$ cat src/rtl/snn_mem_pkg.sv
// Shared types for the SNN memory access scheduler: memory op codes,
// scheduler FSM states and a read/write classifier.
package snn_mem_pkg;

  typedef enum logic [2:0] {
    RD_VPOT  = 3'd0,
    RD_IFMAP = 3'd1,
    RD_FILT  = 3'd2,
    WR_VPOT  = 3'd3,
    WR_SPIKE = 3'd4
  } mem_op_e;

  typedef enum logic [2:0] {
    ARB,
    ISSUE,
    WAIT_RSP,
    ADV_T,
    DONE
  } sched_state_e;

  // Reads return data through WAIT_RSP; everything else completes at the command handshake.
  function automatic logic is_read(input logic [2:0] op);
    return (op == RD_VPOT) || (op == RD_IFMAP) || (op == RD_FILT);
  endfunction

endpackage

$ cat src/rtl/rr_arbiter.sv
// Combinational round-robin arbiter: grants the first requester found searching
// upward (with wrap) from ptr. Returns both a one-hot grant and its index.
module rr_arbiter #(
  parameter  int unsigned N     = 4,
  localparam int unsigned IDX_W = (N > 1) ? $clog2(N) : 1
) (
  input  logic [N-1:0]     req,
  input  logic [IDX_W-1:0] ptr,
  output logic [N-1:0]     gnt,
  output logic [IDX_W-1:0] gnt_idx
);

  logic             found;
  logic [IDX_W-1:0] idx;

  // Rotating priority search starting at ptr.
  always_comb begin
    // NOTE: every output gets a default before the loop so no path infers a latch.
    gnt     = '0;
    gnt_idx = '0;
    found   = 1'b0;
    idx     = '0;
    for (int unsigned i = 0; i < N; i++) begin
      idx = IDX_W'((32'(ptr) + i) % N);
      if (!found && req[idx]) begin
        found    = 1'b1;
        gnt[idx] = 1'b1;
        gnt_idx  = idx;
      end
    end
  end

endmodule

$ cat src/rtl/mem_access_scheduler.sv
// Shares the single-ported SNN memory among NUM_REQ requesters. One transaction
// is in flight at a time; read data is routed back to its owner. Timestep
// advance requests are merged, wait for in-flight traffic, then send T to memory.
module mem_access_scheduler
  import snn_mem_pkg::*;
#(
  parameter int unsigned NUM_REQ   = 4,
  parameter int unsigned TIMESTEPS = 10,
  parameter int unsigned OF_ROWS   = 3,
  parameter int unsigned OF_COLS   = 3,
  parameter int unsigned IF_ROWS   = 5,
  parameter int unsigned IF_COLS   = 5,
  parameter int unsigned F_ROWS    = 3,
  parameter int unsigned F_COLS    = 3,
  parameter int unsigned DATA_W    = 8,
  parameter int unsigned COORD_W   = 4,
  parameter int unsigned T_W       = 4
) (
  input  logic                       clk,
  input  logic                       reset,
  input  logic [NUM_REQ-1:0]         req_valid,
  output logic [NUM_REQ-1:0]         req_ready,
  input  logic [NUM_REQ*3-1:0]       req_op,
  input  logic [NUM_REQ*COORD_W-1:0] req_x,
  input  logic [NUM_REQ*COORD_W-1:0] req_y,
  input  logic [NUM_REQ*DATA_W-1:0]  req_wdata,
  output logic [NUM_REQ-1:0]         rsp_valid,
  output logic [DATA_W-1:0]          rsp_data,
  output logic                       mem_cmd_valid,
  input  logic                       mem_cmd_ready,
  output logic [2:0]                 mem_cmd_op,
  output logic [COORD_W-1:0]         mem_cmd_x,
  output logic [COORD_W-1:0]         mem_cmd_y,
  output logic [DATA_W-1:0]          mem_cmd_wdata,
  input  logic                       mem_rsp_valid,
  input  logic [DATA_W-1:0]          mem_rsp_data,
  input  logic                       ts_advance_req,
  output logic                       mem_t_valid,
  input  logic                       mem_t_ready,
  output logic [T_W-1:0]             mem_t_value,
  output logic [T_W-1:0]             timestep,
  output logic                       done,
  output logic                       err_illegal
);

  localparam int unsigned        IDX_W    = (NUM_REQ > 1) ? $clog2(NUM_REQ) : 1;
  localparam logic [NUM_REQ-1:0] ONE_HOT0 = NUM_REQ'(1);
  localparam logic [T_W-1:0]     LAST_T   = T_W'(TIMESTEPS);

  // Per-requester views of the flattened request buses.
  logic [2:0]         op_arr [NUM_REQ];
  logic [COORD_W-1:0] x_arr  [NUM_REQ];
  logic [COORD_W-1:0] y_arr  [NUM_REQ];
  logic [DATA_W-1:0]  wd_arr [NUM_REQ];

  for (genvar g = 0; g < NUM_REQ; g++) begin : g_unpack
    assign op_arr[g] = req_op[g*3 +: 3];
    assign x_arr[g]  = req_x[g*COORD_W +: COORD_W];
    assign y_arr[g]  = req_y[g*COORD_W +: COORD_W];
    assign wd_arr[g] = req_wdata[g*DATA_W +: DATA_W];
  end

  sched_state_e       state_q;
  logic [IDX_W-1:0]   rr_ptr_q;
  logic [IDX_W-1:0]   owner_q;
  logic               adv_pending_q, adv_pending_d;
  logic [NUM_REQ-1:0] req_ready_q;
  logic [NUM_REQ-1:0] rsp_valid_q;
  logic [DATA_W-1:0]  rsp_data_q;
  logic               cmd_valid_q;
  logic [2:0]         cmd_op_q;
  logic [COORD_W-1:0] cmd_x_q, cmd_y_q;
  logic [DATA_W-1:0]  cmd_wdata_q;
  logic               t_valid_q;
  logic [T_W-1:0]     t_value_q;
  logic [T_W-1:0]     timestep_q;
  logic               done_q;
  logic               err_q;

  logic [NUM_REQ-1:0] arb_gnt;
  logic [IDX_W-1:0]   arb_idx;
  logic [IDX_W-1:0]   ptr_next;
  logic [2:0]         sel_op;
  logic [COORD_W-1:0] sel_x, sel_y;
  logic [DATA_W-1:0]  sel_wdata;
  logic               sel_legal;
  logic [T_W-1:0]     ts_next;

  rr_arbiter #(.N(NUM_REQ)) u_arb (
    .req     (req_valid),
    .ptr     (rr_ptr_q),
    .gnt     (arb_gnt),
    .gnt_idx (arb_idx)
  );

  // Each op addresses a different array, so each has its own x/y bounds.
  function automatic logic op_in_bounds(input logic [2:0] op,
                                        input logic [COORD_W-1:0] x,
                                        input logic [COORD_W-1:0] y);
    logic ok;
    ok = 1'b0;
    case (op)
      RD_VPOT, WR_VPOT, WR_SPIKE: ok = (32'(x) < OF_ROWS) && (32'(y) < OF_COLS);
      RD_IFMAP:                   ok = (32'(x) < IF_ROWS) && (32'(y) < IF_COLS);
      RD_FILT:                    ok = (32'(x) < F_ROWS)  && (32'(y) < F_COLS);
      default:                    ok = 1'b0;
    endcase
    return ok;
  endfunction

  assign sel_op    = op_arr[arb_idx];
  assign sel_x     = x_arr[arb_idx];
  assign sel_y     = y_arr[arb_idx];
  assign sel_wdata = wd_arr[arb_idx];
  assign sel_legal = op_in_bounds(sel_op, sel_x, sel_y);
  assign ptr_next  = (arb_idx == IDX_W'(NUM_REQ - 1)) ? '0 : arb_idx + IDX_W'(1);
  assign ts_next   = timestep_q + T_W'(1);

  // Advance requests are merged into one pending flag, cleared by the T handshake.
  always_comb begin
    adv_pending_d = adv_pending_q;
    if (ts_advance_req && (state_q != DONE)) adv_pending_d = 1'b1;
    if ((state_q == ADV_T) && t_valid_q && mem_t_ready) adv_pending_d = 1'b0;
  end

  // Scheduler FSM; all outputs come straight from these registers.
  always_ff @(posedge clk or posedge reset) begin
    if (reset) begin
      state_q       <= ARB;
      rr_ptr_q      <= '0;
      owner_q       <= '0;
      adv_pending_q <= 1'b0;
      req_ready_q   <= '0;
      rsp_valid_q   <= '0;
      rsp_data_q    <= '0;
      cmd_valid_q   <= 1'b0;
      cmd_op_q      <= '0;
      cmd_x_q       <= '0;
      cmd_y_q       <= '0;
      cmd_wdata_q   <= '0;
      t_valid_q     <= 1'b0;
      t_value_q     <= '0;
      timestep_q    <= '0;
      done_q        <= 1'b0;
      err_q         <= 1'b0;
    end else begin
      // NOTE: non-blocking throughout so every register sees pre-edge values.
      req_ready_q   <= '0;
      rsp_valid_q   <= '0;
      adv_pending_q <= adv_pending_d;
      case (state_q)
        ARB: begin
          if (adv_pending_q) begin
            state_q     <= ADV_T;
            t_valid_q   <= 1'b1;
            t_value_q   <= ts_next;
            cmd_op_q    <= '0;
            cmd_x_q     <= '0;
            cmd_y_q     <= '0;
            cmd_wdata_q <= '0;
          end else if (|req_valid) begin
            req_ready_q <= arb_gnt;
            rr_ptr_q    <= ptr_next;
            if (sel_legal) begin
              owner_q     <= arb_idx;
              cmd_op_q    <= sel_op;
              cmd_x_q     <= sel_x;
              cmd_y_q     <= sel_y;
              cmd_wdata_q <= sel_wdata;
              state_q     <= ISSUE;
            end else begin
              err_q <= 1'b1;
            end
          end
        end
        ISSUE: begin
          if (!cmd_valid_q) begin
            cmd_valid_q <= 1'b1;
          end else if (mem_cmd_ready) begin
            cmd_valid_q <= 1'b0;
            state_q     <= is_read(cmd_op_q) ? WAIT_RSP : ARB;
          end
        end
        WAIT_RSP: begin
          if (mem_rsp_valid) begin
            rsp_data_q  <= mem_rsp_data;
            rsp_valid_q <= ONE_HOT0 << owner_q;
            state_q     <= ARB;
          end
        end
        ADV_T: begin
          if (mem_t_ready) begin
            t_valid_q  <= 1'b0;
            timestep_q <= ts_next;
            if (ts_next == LAST_T) begin
              done_q  <= 1'b1;
              state_q <= DONE;
            end else begin
              state_q <= ARB;
            end
          end
        end
        DONE:    state_q <= DONE;
        default: state_q <= ARB;
      endcase
    end
  end

  assign req_ready     = req_ready_q;
  assign rsp_valid     = rsp_valid_q;
  assign rsp_data      = rsp_data_q;
  assign mem_cmd_valid = cmd_valid_q;
  assign mem_cmd_op    = cmd_op_q;
  assign mem_cmd_x     = cmd_x_q;
  assign mem_cmd_y     = cmd_y_q;
  assign mem_cmd_wdata = cmd_wdata_q;
  assign mem_t_valid   = t_valid_q;
  assign mem_t_value   = t_value_q;
  assign timestep      = timestep_q;
  assign done          = done_q;
  assign err_illegal   = err_q;

endmodule
$ cat config.mk
export PLATFORM = sky130hd
export DESIGN_NAME = mem_access_scheduler
export DESIGN_NICKNAME = d
export VERILOG_FILES = /design/src/rtl/snn_mem_pkg.sv /design/src/rtl/rr_arbiter.sv /design/src/rtl/mem_access_scheduler.sv
export SDC_FILE = /design/constraint.sdc
export NUM_CORES = 1
export LEC_CHECK = 0
export CAP_MARGIN = 25
export CORE_ASPECT_RATIO = 1.25
export CORE_MARGIN = 5
export CORE_UTILIZATION = 46
export DETAILED_ROUTE_END_ITERATION = 7
export GPL_TIMING_DRIVEN = 0
export PLACE_DENSITY_LB_ADDON = 0.12
export SYNTH_ARGS = -nofsm -noshare
export SYNTH_HDL_FRONTEND = slang
export SYNTH_SLANG_ARGS = --single-unit
export TNS_END_PERCENT = 1
$ cat constraint.sdc
create_clock -name clk -period 8 [get_ports clk]
set_input_delay 2 -clock clk [delete_from_list [all_inputs] [get_ports clk]]
set_output_delay 2 -clock clk [all_outputs]
set_load 0.05 [all_outputs]
# After elaboration in Yosys (flattened, before gate mapping)
# Index checks and enable logic that the tools add are counted.
[word_totals]
in_bits = 94
reg_bits = 55
[op_classes]
bitwise = 6
order_cmp = 13
addsub = 5
mux = 75
n_eq_ne = 20
n_reduce_logical = 36
shift = 1
[ops]
columns = ["op", "n"]
rows = [
  ["2-to-1 mux 4 bit", 19],
  ["2-to-1 mux 8 bit", 5],
  ["2-to-1 mux 3 bit", 13],
  ["2-to-1 mux 1 bit", 17],
  ["binary-select mux 4 bit (select 2 bit)", 2],
  ["binary-select mux 8 bit (select 2 bit)", 1],
  ["== test 3 x 2 -> 1 bit, second input constant", 5],
  ["one-hot mux 3 bit (5 select lines)", 1],
  ["logical AND 1 bit", 12],
  ["less-than comparator 2 x 3 -> 1 bit, second input constant", 4],
  ["2-to-1 mux 2 bit", 6],
  ["bitwise OR 4 bit", 3],
  ["AND reduction 3 bit", 4],
  ["!= test 2 bit, second input constant", 5],
  ["== test 3 x 1 -> 1 bit, second input constant", 3],
  ["logical NOT 3 bit", 3],
  ["!= test 3 bit, second input constant", 3],
  ["binary-select mux 1 bit (select 2 bit)", 4],
  ["demux 1 bit (select 2 bit)", 4],
  ["greater-or-equal comparator 2 x 1 -> 1 bit, second input constant", 4],
  ["less-than comparator 4 x 2 -> 1 bit, second input constant", 2],
  ["less-than comparator 4 x 3 -> 1 bit, second input constant", 2],
  ["AND reduction 4 bit", 2],
  ["nonzero test 2 bit", 4],
  ["other kinds (17)", 28],
]

# Depth between registers and ports, before layout
[depth]
depth_word = 23
ltp_mapped = 15
depth_no_buf = 12

# By module
# Synthesis repeated with hierarchy kept, for this count alone.
[unflattened]
hier_cells = 310
area_unflattened_um2 = 3380.7
[by_module_without_submodules]
columns = ["mod", "seq_area_each_um2", "cells_per_inst", "area_each_um2", "n_inst"]
rows = [
  ["mem_access_scheduler", 1376.3, 264, 2961.6, 1],
  ["rr_arbiter", 0.0, 46, 419.2, 1],
]

# Least setup slack after synthesis
# OpenSTA, ideal clock, no wires.
[synth_path]
path_kind = "input to register"
startpoint = "input port req_valid[2]"
endpoint = "register cmd_x_q[2], in the netlist mem_cmd_x[2]"
path_buffers = 2
stages = 10
setup_slack_ns = 3.223
setup_time_ns = 0.122
arrival_time_ns = 4.656
required_ns = 7.878
path_cell_list = "clkbuf_1 -> mux4_2 -> nor2b_4 -> or3_4 -> a22oi_4 -> mux2_2 -> a211oi_1 -> nor3_1 -> buf_2 -> a32o_1"
[synth_via]
elab_chain_cells = 21
[synth_rtl]
columns = ["item", "line_no", "rtl"]
rows = [
  ["start, declared", "mem_access_scheduler.sv:21", "input logic [NUM_REQ-1:0] req_valid,"],
  ["binary-select mux 1 bit (select 2 bit)", "rr_arbiter.sv:25", "if (!found && req[idx]) begin"],
  ["2-to-1 mux 1 bit (implied by the code)", "rr_arbiter.sv:25", ""],
  ["2-to-1 mux 1 bit", "rr_arbiter.sv:25", ""],
  ["logical NOT 1 bit", "rr_arbiter.sv:25", ""],
  ["logical AND 1 bit", "rr_arbiter.sv:25", ""],
  ["2-to-1 mux 1 bit", "rr_arbiter.sv:25", ""],
  ["logical NOT 1 bit", "rr_arbiter.sv:25", ""],
  ["logical AND 1 bit", "rr_arbiter.sv:25", ""],
  ["[... 4 more ...]", "-", ""],
  ["inverter 2 -> 3 bit (implied by the code)", "mem_access_scheduler.sv:111, mem_access_scheduler.sv:112, mem_access_scheduler.sv:113", ""],
  ["binary-select mux 4 bit (select 2 bit), or another cell as far along", "mem_access_scheduler.sv:112", "assign sel_x = x_arr[arb_idx];"],
  ["2-to-1 mux 4 bit (implied by the code), or another cell as far along (2 in a row)", "mem_access_scheduler.sv:112", ""],
  ["less-than comparator 4 x 2 -> 1 bit, or another cell as far along", "mem_access_scheduler.sv:103, mem_access_scheduler.sv:105", ""],
  ["logical AND 1 bit, or another cell as far along", "mem_access_scheduler.sv:103, mem_access_scheduler.sv:105", ""],
  ["one-hot mux 1 bit (2 select lines)", "mem_access_scheduler.sv:102", "case (op)"],
  ["nonzero test 2 bit (no source line)", "-", ""],
  ["AND reduction 3 bit (no source line)", "-", ""],
  ["end signal, assigned", "mem_access_scheduler.sv:167", "cmd_x_q <= sel_x;"],
  ["end, declared", "mem_access_scheduler.sv:72", "logic [COORD_W-1:0] cmd_x_q, cmd_y_q;"],
]
# Parallel ways exist; a longest one is shown, timed or not. The select of a mux whose other input is x is not followed.
# A chain may end at the register's enable or synchronous reset.

# Final worst setup path
[layout_path]
startpoint = "input port req_valid[3]"
endpoint = "register cmd_wdata_q[3], in the netlist mem_cmd_wdata[3]"
[layout_via]
elab_chain_cells = 21
[layout_rtl]
columns = ["item", "line_no", "rtl"]
rows = [
  ["binary-select mux 1 bit (select 2 bit)", "rr_arbiter.sv:25", ""],
  ["2-to-1 mux 1 bit (implied by the code)", "rr_arbiter.sv:25", ""],
  ["2-to-1 mux 1 bit", "rr_arbiter.sv:25", ""],
  ["logical NOT 1 bit", "rr_arbiter.sv:25", ""],
  ["logical AND 1 bit", "rr_arbiter.sv:25", ""],
  ["2-to-1 mux 1 bit", "rr_arbiter.sv:25", ""],
  ["logical NOT 1 bit", "rr_arbiter.sv:25", ""],
  ["logical AND 1 bit", "rr_arbiter.sv:25", ""],
  ["[... 4 more ...]", "-", ""],
  ["inverter 2 -> 3 bit (implied by the code)", "-", ""],
  ["binary-select mux 4 bit (select 2 bit), or another cell as far along", "mem_access_scheduler.sv:112", ""],
  ["2-to-1 mux 4 bit (implied by the code), or another cell as far along (2 in a row)", "mem_access_scheduler.sv:112", ""],
  ["less-than comparator 4 x 2 -> 1 bit, or another cell as far along", "mem_access_scheduler.sv:103, mem_access_scheduler.sv:105", ""],
  ["logical AND 1 bit, or another cell as far along", "mem_access_scheduler.sv:103, mem_access_scheduler.sv:105", ""],
  ["one-hot mux 1 bit (2 select lines)", "mem_access_scheduler.sv:102", ""],
  ["nonzero test 2 bit (no source line)", "-", ""],
  ["AND reduction 3 bit (no source line)", "-", ""],
  ["end signal, assigned", "mem_access_scheduler.sv:169", "cmd_wdata_q <= sel_wdata;"],
  ["end, declared", "mem_access_scheduler.sv:73", "logic [DATA_W-1:0] cmd_wdata_q;"],
]
# Parallel ways exist; a longest one is shown, timed or not. The select of a mux whose other input is x is not followed.

==> metrics.log <==
INFO  metric critical_path.cell_chain = clkdlybuf4s50_1 -> clkbuf_1 -> mux2i_1 -> mux2i_1 -> nor4_4 -> a22oi_4 -> buf_6 -> nand2_1 -> nor3_1 -> a211oi_1 -> nor3_2 -> o21ai_2 -> buf_6 -> a22o_1
INFO  metric syn2layout_area_growth = 49.7%
INFO  metric synth_common_cells = dfrtp_1 (55), mux2i_1 (25), nand2_1 (22)
INFO  metric met3RoutedLength = approximately 630 µm
INFO  metric critical_path.endpoint_type = flop
INFO  metric internal_power = around 0.00093 W
INFO  metric worst-path-max-fanout = 10
INFO  metric synth_area_leaders = dfrtp_1 (42%), mux4_2 (9.6%), mux2i_1 (7.6%), a22o_1 (4.0%), ha_1 (3.8%)
INFO  metric die_w = about 86 µm
INFO  metric max-cap-violations = 0
INFO  metric grt_pass1_wl = approximately 15 mm
INFO  metric synth_seq_cells = 55
INFO  metric rr_endpoint = mem_cmd_wdata[3]$_DFFE_PP0P_
INFO  metric gp_congestion = 0.801
INFO  metric post_detailed_route_via_to_cell_ratio = around 5.4
INFO  metric required = around 8 ns
INFO  metric num-nets-final = roughly 550
INFO  metric critical_path.startpoint_type = input pin
INFO  metric reg2regPathDepth = 15
INFO  metric max_stage_delay = 0.67 ns
INFO  metric ys_types = 46
INFO  metric core_region_area = 6980 µm²
INFO  metric core_util_final = between 70 and 80%
INFO  metric detail_route.first_pass.iterations = 4
INFO  metric timing.critical_path.max_delay_family = buffers and inverters
INFO  metric uppermost_layer_routed = met4
INFO  metric top_level_ports = about 140
INFO  metric postSynthNetCount = 400
INFO  metric cts_tree = yes
INFO  metric drtIter0Drc = 71
INFO  metric asyncSetResetFlopFracSynth = 100%
INFO  metric synth_cells = about 300
INFO  metric max_freq = between 0.15 and 0.2 GHz
INFO  metric cpMaxStageDelayCell = mux2i_1
INFO  metric setup_total_negative_slack = 0 ns
INFO  metric vdd_ir_drop_max = around 0.21 mV
INFO  metric post-route-period-util = 67.5%
INFO  metric syn_area_per_cell = ~11 µm²
INFO  metric met1_length = between 3 and 4 mm
INFO  metric dr_total_vias = about 2900
INFO  metric worst_r2r_startpoint = rr_ptr_q[1]$_DFFE_PP0P_
INFO  metric number_of_warning_messages_in_the_yosys_log = 0
INFO  metric drt.antenna.violating_nets = 0
INFO  metric pre_cts_slack = approximately 2.2 ns
INFO  metric setup-violations-final = 0
INFO  metric critPathKind = in2reg
INFO  metric antenna_violations_before_repair = 0
INFO  metric worst_setup_path_startpoint = req_valid[3]
INFO  metric share_clk_of_total_power = between 10% and 20%
INFO  metric timing.reg2reg.setup_slack = approximately 3.7 ns
INFO  metric critPathBufInv = 4
INFO  metric route.met2.wl = about 4.5 mm
INFO  metric postRouteWirelength = 8.74 mm
INFO  metric max-clock-path-buffers = 2
INFO  metric pwr-share-seq = between 20% and 30%
INFO  metric layout.filler_cells = between 500 and 600
INFO  metric grtUsageTotal = between 20% and 30%
INFO  metric syn-cell-area = ~3300 µm²
INFO  metric grt_pass1_vias = approximately 3000
INFO  metric report.final.slew_viol_count = 0
INFO  metric tritoncts.num_buffers = 5
INFO  metric setup_slack = approximately 2.6 ns
INFO  metric synth_sequential_area_ratio = between 40% and 50%
INFO  metric result_of_the_run = completed
INFO  metric netlist.top_cell.by_area = dfrtp_1
INFO  metric pwr_density_cell = ~350 nW/µm²
INFO  metric post_cts_buffers = 0
INFO  metric hold_start = mem_t_value[0]$_DFFE_PP0P_
INFO  metric worst_slew_margin_rel = roughly two fifths
INFO  metric worst_hold_path_type = reg2reg
INFO  metric fin_crit = between 5 and 6 ns
INFO  metric grt_start_max_net_pins = 35
INFO  metric i_o_buffers = about 140
INFO  metric htreeDepth = 2
INFO  metric die_height = between 100 and 150 µm
INFO  metric fp-row-count = 34
INFO  metric finClkSkew = about 0.0043 ns
INFO  metric fin_hold_ws = approximately 0.48 ns
INFO  metric switchingPower = 0.000787 W
INFO  metric power_frac_comb = between 60% and 70%
INFO  metric cts_hold_buf = 0
INFO  metric root_buffer = clkbuf_8
INFO  metric grt-ovfl-total = 0
INFO  metric drt_drc_violations_left = 0
INFO  metric hold_violations = 0
INFO  metric share_of_the_synthesized_area_in_the_top_cell_type = roughly two fifths
INFO  metric route.detailed.wl_per_inst = between 15 and 20 µm
INFO  metric transition_time_at_the_pin_with_the_least_slew_margin = 0.862 ns
INFO  metric synth_edf_count = 0
INFO  metric netSwitchingFraction = ~46%
INFO  metric synthMostInstantiatedCell = dfrtp_1
INFO  metric detailed_place_hpwl = just over 7 mm
INFO  metric crit_arrival = 5.59 ns
INFO  metric antennaDiodeCount = 0
INFO  metric critical_path_depth = 14
INFO  metric worst_setup_hold_path_clk_slew = ~0.09 ns
INFO  metric worstSetupEndpoint = mem_cmd_wdata[3]$_DFFE_PP0P_
INFO  metric floorplan.initialDensity = between 40% and 50%
INFO  metric insertion_delay = 0.30 ns
INFO  metric die-area = about 8900 µm²
INFO  metric top_flip_flop_cell_by_instance_count_after_synthesis = dfrtp_1
INFO  metric cts_resized = 0
INFO  metric rsz0062_at_grt = no
INFO  metric layout-drive-gt1-share = between 10% and 20%
INFO  metric clock_sinks = 55
INFO  metric power_leakage = ~2.1 nW
## through the flow
step           std cells  power (W)  area (µm²)
2_1_floorplan        296    0.00125        3280
3_3_place_gp         525    0.00152        4780
3_5_place_dp         526    0.00155        4800
4_1_cts              533    0.00173        4910
5_1_grt              533    0.00183        4910
6_report             533    0.00171        4910
## registers in the layout (all words and copies together) (netlist names), 2 cells and up
name and flops:
rsp_valid 4, rsp_data 8, timestep 4, mem_cmd_y 4
mem_cmd_x 4, state_q 3, rr_ptr_q 2, mem_t_value 4
mem_cmd_op 3, req_ready 4, owner_q 2, mem_cmd_wdata 8
## layout make-up
type                    count  area, µm²  area share [%]
well taps                  90        113            2.29
clock buffers               5       68.8            1.40
inverters                   8       30.0           0.611
multi-input cells         217       1780            36.2
plain buffers              16       95.1            1.94
flip-flops and latches     55       1380            28.0
repair buffers            140       1410            28.7
clock inverters             2       37.5           0.764
## power groups by stage
stage	Combinational, W	Clock (W)	Sequential [W]
4_1_cts	0.00114	0.000183	0.000409
5_1_grt	0.00122	0.000191	0.000420
3_5_place_dp	0.00113	0	0.000415
6_report	0.00113	0.000177	0.000408
2_1_floorplan	0.000656	0	0.000590
3_3_place_gp	0.00111	0	0.000409
## worst min path at each step
stage / cells past startpoint / end / slack, ns
after global placement: 2 / mem_t_value[2]$_DFFE_PP0P_ / 0.46
after global routing: 1 / rsp_valid[1]$_DFF_PP0_ / 0.50
after detailed placement: 1 / done$_DFFE_PP0P_ / 0.46
after CTS: 1 / rsp_valid[1]$_DFF_PP0_ / 0.48
after floorplan: 1 / rsp_valid[1]$_DFF_PP0_ / 0.44
final: 2 / mem_t_value[0]$_DFFE_PP0P_ / 0.48
## worst register-to-register path: stages (launching register included)
cell,delay [ns]
dfrtp_1,0.43
buf_2,0.27
inv_1,0.14
ha_1,0.45
mux2_2,0.38
o2111ai_1,0.23
nand3_1,0.41
clkbuf_1,0.38
mux2i_1,0.27
o21ai_0,0.11
nor3_1,0.24
a211oi_1,0.14
nor3_2,0.26
o21ai_2,0.11
buf_6,0.16
a22o_1,0.23
## layout by cell type, fill, tap and decap left out, drive strengths merged, types with 8 or more instances in the layout
| master | synthesis | layout |
|---|---|---|
| clkbuf | 7 | 12 |
| mux4 | 14 | 14 |
| buf | 9 | 10 |
| clkdlybuf4s50 | 0 | 139 |
| nand2 | 22 | 22 |
| nand3 | 10 | 10 |
| dfrtp | 55 | 55 |
| nor2 | 20 | 20 |
| a22o | 15 | 15 |
| ha | 10 | 10 |
| o21ai | 19 | 19 |
| inv | 8 | 8 |
| nor3 | 17 | 17 |
| mux2 | 11 | 11 |
| mux2i | 25 | 25 |
## cells by family (layout without fill, tap and decap cells)
group | count (synthesis) | in the layout | synth area share (%)
mux | 50 | 50 | 21.0
fa+ha+maj | 10 | 10 | 3.81
compound gates | 60 | 60 | 13.2
buf+inv | 24 | 171 | 3.81
xor+xnor | 7 | 7 | 1.87
simple gates | 90 | 90 | 14.3
flops | 55 | 55 | 42.0
## layer usage
metal | vias up | global-route usage (%)
met5 | - | 0
met4 | 0 | 7.24
met3 | 18 | 5.07
met2 | 107 | 35.7
met1 | 1371 | 22.7
li1 | 1395 | -
No activity file was read; power rests on OpenSTA's default activity.
